--- src/rtl/booth_r4_multiplier_pkg.sv ---
// Shared types for the radix-4 Booth multiplier.
//   state_e      : controller state encoding (IDLE/EXEC/DONE, 11 illegal)
//   booth_sel_e  : Booth digit selection for one 3-bit recoding group
//   booth_sel()  : maps a {x[2i+1], x[2i], x[2i-1]} group to its digit
package mult_pkg;

  typedef enum logic [1:0] {
    IDLE = 2'b00,
    EXEC = 2'b01,
    DONE = 2'b10
  } state_e;

  typedef enum logic [2:0] {
    ZERO = 3'd0,
    POS1 = 3'd1,
    POS2 = 3'd2,
    NEG1 = 3'd3,
    NEG2 = 3'd4
  } booth_sel_e;

  function automatic booth_sel_e booth_sel(input logic [2:0] grp);
    booth_sel_e sel;
    case (grp)
      3'b001, 3'b010: sel = POS1;
      3'b011:         sel = POS2;
      3'b100:         sel = NEG2;
      3'b101, 3'b110: sel = NEG1;
      default:        sel = ZERO;  // 000, 111
    endcase
    return sel;
  endfunction

endpackage

--- src/rtl/booth_r4_multiplier_if.sv ---
// Operand/result bundle for the Booth multiplier.
//   start, is_signed, multiplicand, multiplier : requester -> multiplier
//   busy, done, product_hi, product_lo         : multiplier -> requester
// master = requester side, slave = multiplier side.
interface booth_r4_multiplier_if #(
  parameter int WIDTH = 32
);
  logic             start;
  logic             is_signed;
  logic [WIDTH-1:0] multiplicand;
  logic [WIDTH-1:0] multiplier;
  logic             busy;
  logic             done;
  logic [WIDTH-1:0] product_hi;
  logic [WIDTH-1:0] product_lo;

  modport master (
    output start, is_signed, multiplicand, multiplier,
    input  busy, done, product_hi, product_lo
  );

  modport slave (
    input  start, is_signed, multiplicand, multiplier,
    output busy, done, product_hi, product_lo
  );
endinterface

--- src/rtl/booth_r4_multiplier_recoder.sv ---
// Radix-4 Booth recoder: one 3-bit group -> digit control flags.
//   grp_i  : {x[1], x[0], x_-1}
//   neg_o  : subtract the selected multiple
//   two_o  : selected multiple is 2Y (else Y)
//   zero_o : digit is 0, add nothing
module booth_r4_recoder
  import mult_pkg::*;
(
  input  logic [2:0] grp_i,
  output logic       neg_o,
  output logic       two_o,
  output logic       zero_o
);
  booth_sel_e sel;

  always_comb begin
    sel    = booth_sel(grp_i);
    neg_o  = (sel == NEG1) || (sel == NEG2);
    two_o  = (sel == POS2) || (sel == NEG2);
    zero_o = (sel == ZERO);
  end
endmodule

--- src/rtl/booth_r4_multiplier.sv ---
// Iterative radix-4 Booth multiplier, one digit per clock.
//   clk      : rising-edge clock
//   reset_n  : asynchronous active-low reset
//   bus      : slave side of booth_r4_multiplier_if (start/operands in,
//              busy/done/product out)
// start in IDLE latches operands; N_ITER = WIDTH/2+1 EXEC cycles follow,
// then one DONE cycle with done=1 and the new product registered.
module booth_r4_multiplier
  import mult_pkg::*;
#(
  parameter int WIDTH = 32
) (
  input logic                   clk,
  input logic                   reset_n,
  booth_r4_multiplier_if.slave  bus
);
  // Operands carry two extra bits so the unsigned case still ends with a
  // non-negative top digit; the accumulator needs one more for the 2Y term.
  localparam int W2     = WIDTH + 2;
  localparam int AW     = W2 + 1;
  localparam int N_ITER = WIDTH / 2 + 1;
  localparam int CW     = $clog2(N_ITER + 1);

  if ((WIDTH < 4) || ((WIDTH % 2) != 0)) begin : g_bad_width
    $error("booth_r4_multiplier: WIDTH must be even and >= 4");
  end

  state_e           state_q, state_d;
  logic [AW-1:0]    a_q;
  logic [W2-1:0]    x_q, y_q;
  logic             x1_q;
  logic [CW-1:0]    cnt_q;
  logic [WIDTH-1:0] prod_hi_q, prod_lo_q;

  logic             neg, two, zero, last;
  logic [AW-1:0]    y_ext, mag, term, sum, a_nxt;
  logic [W2-1:0]    x_nxt;
  logic [W2-1:0]    op_y, op_x;

  booth_r4_recoder u_rec (
    .grp_i  ({x_q[1:0], x1_q}),
    .neg_o  (neg),
    .two_o  (two),
    .zero_o (zero)
  );

  // One Booth step: A += digit*Y, then {A,X} >>>= 2.
  always_comb begin
    y_ext = {y_q[W2-1], y_q};
    mag   = two ? (y_ext << 1) : y_ext;
    term  = zero ? '0 : (neg ? -mag : mag);
    sum   = a_q + term;
    a_nxt = {{2{sum[AW-1]}}, sum[AW-1:2]};
    x_nxt = {sum[1:0], x_q[W2-1:2]};
    last  = (cnt_q == CW'(N_ITER - 1));
  end

  always_comb begin
    op_y = bus.is_signed ? {{2{bus.multiplicand[WIDTH-1]}}, bus.multiplicand}
                         : {2'b00, bus.multiplicand};
    op_x = bus.is_signed ? {{2{bus.multiplier[WIDTH-1]}}, bus.multiplier}
                         : {2'b00, bus.multiplier};
  end

  always_ff @(posedge clk or negedge reset_n) begin
    if (!reset_n) state_q <= IDLE;
    else          state_q <= state_d;
  end

  always_comb begin
    state_d = IDLE;
    case (state_q)
      IDLE:    state_d = bus.start ? EXEC : IDLE;
      EXEC:    state_d = last ? DONE : EXEC;
      DONE:    state_d = IDLE;
      default: state_d = IDLE;
    endcase
  end

  always_ff @(posedge clk or negedge reset_n) begin
    if (!reset_n) begin
      a_q       <= '0;
      x_q       <= '0;
      y_q       <= '0;
      x1_q      <= 1'b0;
      cnt_q     <= '0;
      prod_hi_q <= '0;
      prod_lo_q <= '0;
    end else begin
      case (state_q)
        IDLE: if (bus.start) begin
          a_q   <= '0;
          x_q   <= op_x;
          y_q   <= op_y;
          x1_q  <= 1'b0;
          cnt_q <= '0;
        end
        EXEC: begin
          a_q   <= a_nxt;
          x_q   <= x_nxt;
          x1_q  <= x_q[1];
          cnt_q <= cnt_q + CW'(1);
          // Low 2*WIDTH bits of the final {A,X}: all of X plus low A bits.
          if (last) {prod_hi_q, prod_lo_q} <= {a_nxt[WIDTH-3:0], x_nxt};
        end
        DONE: ;
        default: begin
          a_q   <= '0;
          x_q   <= '0;
          y_q   <= '0;
          x1_q  <= 1'b0;
          cnt_q <= '0;
        end
      endcase
    end
  end

  assign bus.busy       = (state_q == EXEC);
  assign bus.done       = (state_q == DONE);
  assign bus.product_hi = prod_hi_q;
  assign bus.product_lo = prod_lo_q;

endmodule

--- src/flat_wrapper.sv ---
// flat-port wrapper written by rule: the top's interface ports become plain ports
module booth_r4_multiplier_flat import mult_pkg::*;
#(
  parameter int WIDTH = 32
)
  (clk, reset_n, bus_start, bus_is_signed, bus_multiplicand, bus_multiplier, bus_busy, bus_done, bus_product_hi, bus_product_lo);
  booth_r4_multiplier_if #(.WIDTH(WIDTH)) bus_i ();
  input logic clk;
  input logic reset_n;
  input wire logic [$bits(bus_i.start)-1:0] bus_start;
  input wire logic [$bits(bus_i.is_signed)-1:0] bus_is_signed;
  input wire logic [$bits(bus_i.multiplicand)-1:0] bus_multiplicand;
  input wire logic [$bits(bus_i.multiplier)-1:0] bus_multiplier;
  output wire logic [$bits(bus_i.busy)-1:0] bus_busy;
  output wire logic [$bits(bus_i.done)-1:0] bus_done;
  output wire logic [$bits(bus_i.product_hi)-1:0] bus_product_hi;
  output wire logic [$bits(bus_i.product_lo)-1:0] bus_product_lo;
  assign bus_i.start = bus_start;
  assign bus_i.is_signed = bus_is_signed;
  assign bus_i.multiplicand = bus_multiplicand;
  assign bus_i.multiplier = bus_multiplier;
  assign bus_busy = bus_i.busy;
  assign bus_done = bus_i.done;
  assign bus_product_hi = bus_i.product_hi;
  assign bus_product_lo = bus_i.product_lo;
  booth_r4_multiplier #(.WIDTH(WIDTH)) u_core (.clk(clk), .reset_n(reset_n), .bus(bus_i));
endmodule
--- config.mk ---
export PLATFORM = sky130hd
export DESIGN_NAME = booth_r4_multiplier_flat
export DESIGN_NICKNAME = d
export VERILOG_FILES = /design/src/rtl/booth_r4_multiplier_pkg.sv /design/src/rtl/booth_r4_multiplier_if.sv /design/src/rtl/booth_r4_multiplier_recoder.sv /design/src/rtl/booth_r4_multiplier.sv /design/src/flat_wrapper.sv
export SDC_FILE = /design/constraint.sdc
export NUM_CORES = 1
export LEC_CHECK = 0
export ABC_AREA = 1
export CORE_ASPECT_RATIO = 0.5
export CORE_MARGIN = 2
export CORE_UTILIZATION = 35
export DETAILED_ROUTE_END_ITERATION = 10
export SYNTH_ARGS = -nofsm -noshare
export SYNTH_HDL_FRONTEND = slang
export SYNTH_SLANG_ARGS = --single-unit
--- constraint.sdc ---
create_clock -name clk -period 5.3 [get_ports clk]
set_clock_uncertainty 0.05 [all_clocks]
set_input_delay 1.06 -clock clk [delete_from_list [all_inputs] [get_ports clk]]
set_output_delay 1.06 -clock clk [all_outputs]
set_load 0.005 [all_outputs]
==> flow_metrics.tcl <==
set metrics [dict create \
    grtUsageTotal_pct 20.86 \
    mostFrequentLayoutCells "nand2_1 (349), dfrtp_1 (172), o21ai_0 (159), inv_1 (144), clkdlybuf4s50_1 (132)" \
    cts_hold_buf 0 \
    layout_filler_cell_count 2863 \
    setup_viol 0 \
    period_share_pct 90.19 \
    numCtsBuffers 17 \
    hold_violation_count_in_the_final_report 0 \
    period_needed_ns 4.780 \
    run_status "completed" \
    cap_viol_max_count 0 \
    initial_core_util_pct 36.04 \
    route.detailed.vias_per_inst 5.044 \
    total_iterations_of_the_first_detailed_routing_run 5 \
    worstPathMaxFanout 27 \
    grt_pass1_wl_um 50040 \
    r2r-end "u_core.bus.product_hi[30]" \
    crit_arrival_ns 5.12 \
    dieWidth_um 244.5 \
    post_synth.cell_area_avg_um2 7.582 \
    detail_route.iter0.violations 823 \
    boundaryPins 134 \
    syn_to_final_growth_pct 22.62 \
    route.final.wire_length_um 30660 \
    synth.distinct_cells 47 \
    floorplan.die_area_mm2 0.03038 \
    tritoncts_clock_tree "done" \
    worst_slew_margin_rel_pct 42.06 \
    clk_transition_reported_paths_ns 0.07 \
    reg2reg_from "u_core.x_q[0]" \
    grt_start_max_net_pins 80 \
    initial_antenna_violation_count 1 \
    yosys_warnings 0 \
    required_ns 5.64 \
    rsz0062_at_grt "false" \
    grt_pass1_vias 9130 \
    postRouteAntennaNets 0 \
    fp.dieH_um 124.3 \
    h-tree-depth 4 \
    syn-cell-area_mm2 0.01012 \
    max_freq_mhz 209.2 \
    asr_flop_ratio_synth_pct 100.0 \
    root_buffer "clkbuf_16" \
    routedWlPerCell_um 16.64 \
    worst_reg_to_reg_setup_slack_ns 0.52 \
    layout.nets 1559 \
    worstSetupPathType "reg -> reg" \
    io_buffers 133 \
    cts_num_sinks 172 \
    fp-row-count 43 \
    worst_hold_start "u_core.bus.product_hi[27]" \
    yosys_register_bits 172 \
    synth_edf_count 0 \
    finalWeightedCongestion 0.8937 \
    timing.setup.tns_ns 0 \
    hold_path_depth 2 \
    r2r.worst_path.cells 23 \
    design.core.area_mm2 0.02808 \
    timing.hold.worst.class "reg -> reg" \
    syn_nets 1444 \
    drc 0 \
    synth_ff_type "dfrtp_1" \
    seq_area_mm2 0.004304 \
    place.detailed.hpwl_um 22830 \
    clkLatencyLatePin_ns 0.45 \
    worstSetupStartpointType "flop" \
    post_cts_buffers 0 \
    clock_path_buffers 2 \
    maxSlewViolCount 0 \
    via_count 9296 \
    min_delay_worst_endpoint "u_core.bus.product_hi[27]" \
    yosysSeqAreaShare_pct 42.52 \
    multi_input_comb_area_mm2 0.005019 \
    layout.cells.most_common "nand2_1" \
    timing.critical_path.to_type "flop" \
    diodes 0 \
    global_route.overflow_total 0 \
    worst_slew_pin_slew_ns 0.8659 \
    synthCells 1335 \
    share_of_cells_above_drive_strength_1_pct 5.544 \
]
-- through the flow --
step	area [µm²]	hold slack [ns]	std cells	setup slack (ns)	utilization, %
after floorplan	10120	0.4054	1335	1.475	-
after global placement	11830	0.4119	1813	0.4571	42.11
after detailed placement	11830	0.4156	1813	0.5047	42.11
after CTS	12390	0.4334	1843	0.4076	44.13
after global routing	12410	0.4634	1843	0.05649	44.20
final	12410	0.4265	1843	0.5201	44.20
-- logic make-up (layout without fill, tap and decap cells) --
kind of cell | count (synthesis) | after routing | share of synthesized area [%]
AND/OR/NAND/NOR | 564 | 564 | 23.56
AO/OA/AOI/OAI | 324 | 324 | 18.29
buffers and inverters | 208 | 334 | 8.232
flip-flops | 172 | 172 | 42.52
adder cells (fa/ha/maj) | 41 | 41 | 5.142
XOR/XNOR | 26 | 26 | 2.250
-- timing repair --
item / CTS / global route
endpoints found under the setup margin: 0 / 12
resized for setup: 0 / 4
endpoints found under the hold margin: 0 / 0
-- synthesized netlist by cell type (2+ instances only) --
cell type	instances	area (µm²)
buf_2	2	10.01
nand2_1	349	1310
nor2_1	80	300.3
nor3_1	11	55.05
o21ai_1	8	40.04
nor2_2	2	12.51
o21ai_0	160	800.8
dfrtp_1	172	4304
nand3_2	5	50.05
clkbuf_1	44	165.2
a32o_1	2	20.02
nand3_1	87	435.4
xnor2_1	14	122.6
nand4_1	11	68.82
inv_2	5	18.77
inv_1	146	548.0
nand3b_1	2	15.01
o221ai_1	32	280.3
buf_6	5	56.30
a21o_1	5	37.54
ha_1	40	500.5
o211ai_1	5	37.54
a21oi_1	81	405.4
buf_4	3	22.52
xor2_1	12	105.1
o22ai_1	2	12.51
o21a_1	12	90.09
nand2_2	6	37.54
or2_2	3	18.77
nand2_4	3	33.78
o21bai_1	2	15.01
a31oi_1	9	56.30
-- metal layers --
metal  GRT usage, %  routed length (µm)  share of wire (%)  vias to the layer above
met2          30.85               13130                 43                      213
met5              0                  13              0.042                        -
met1          30.21               15150                 49                     4389
met4          4.627                 327                1.1                        2
met3          5.775                2049                6.7                       26
li1               -                   -                  -                     4666
-- worst max-delay path by stage --
| stage | from | endpoint | slack, ns | depth (start not counted) |
|---|---|---|---|---|
| after floorplan | u_core.x_q[0] | u_core.a_q[29] | 1.48 | 27 |
| after global placement | u_core.x_q[0] | u_core.bus.product_hi[24] | 0.46 | 23 |
| after detailed placement | u_core.x_q[0] | u_core.bus.product_hi[31] | 0.50 | 25 |
| after CTS | u_core.x_q[0] | u_core.bus.product_hi[30] | 0.41 | 23 |
| after global routing | u_core.x_q[0] | u_core.bus.product_hi[24] | 0.06 | 24 |
| final | u_core.x_q[0] | u_core.bus.product_hi[30] | 0.52 | 23 |
-- layout make-up --
type / count / share of cell area (%)
inverters: 153 / 4.647
well taps: 382 / 3.851
flip-flops and latches: 172 / 34.68
multi-input cells: 955 / 40.43
clock buffers: 21 / 3.629
repair buffers: 151 / 11.82
clock inverters: 9 / 0.9375
-- critical path: stages, from the launching register on --
cell and delay (ns):
dfrtp_1 0.43, nor2_1 0.25, nand2_4 0.21, nand2_8 0.21, o21ai_0 0.13, inv_1 0.07, ha_1 0.19, nand3_1 0.13
nor2_2 0.19, a31oi_1 0.15, o21ai_0 0.26, a21oi_1 0.13, ha_1 0.39, nand2_1 0.13, nor2_1 0.15, nand4_1 0.14
o211ai_1 0.35, a21oi_1 0.24, o21ai_1 0.29, nand2_1 0.13, nand2_1 0.09, xor2_1 0.23, nand2_1 0.08, nand2_1 0.09
-- flip-flops by register name, indices dropped and copies added, names as in the netlist --
name and flops:
u_core.y_q 33, u_core.x_q 34, u_core.bus.product_hi 32, u_core.state_q 2, u_core.bus.product_lo 32, u_core.a_q 33, u_core.cnt_q 5, u_core.x1_q 1
Power is not shown: default switching activity piles up to over one toggle a cycle in this logic, so the estimate is an artifact.
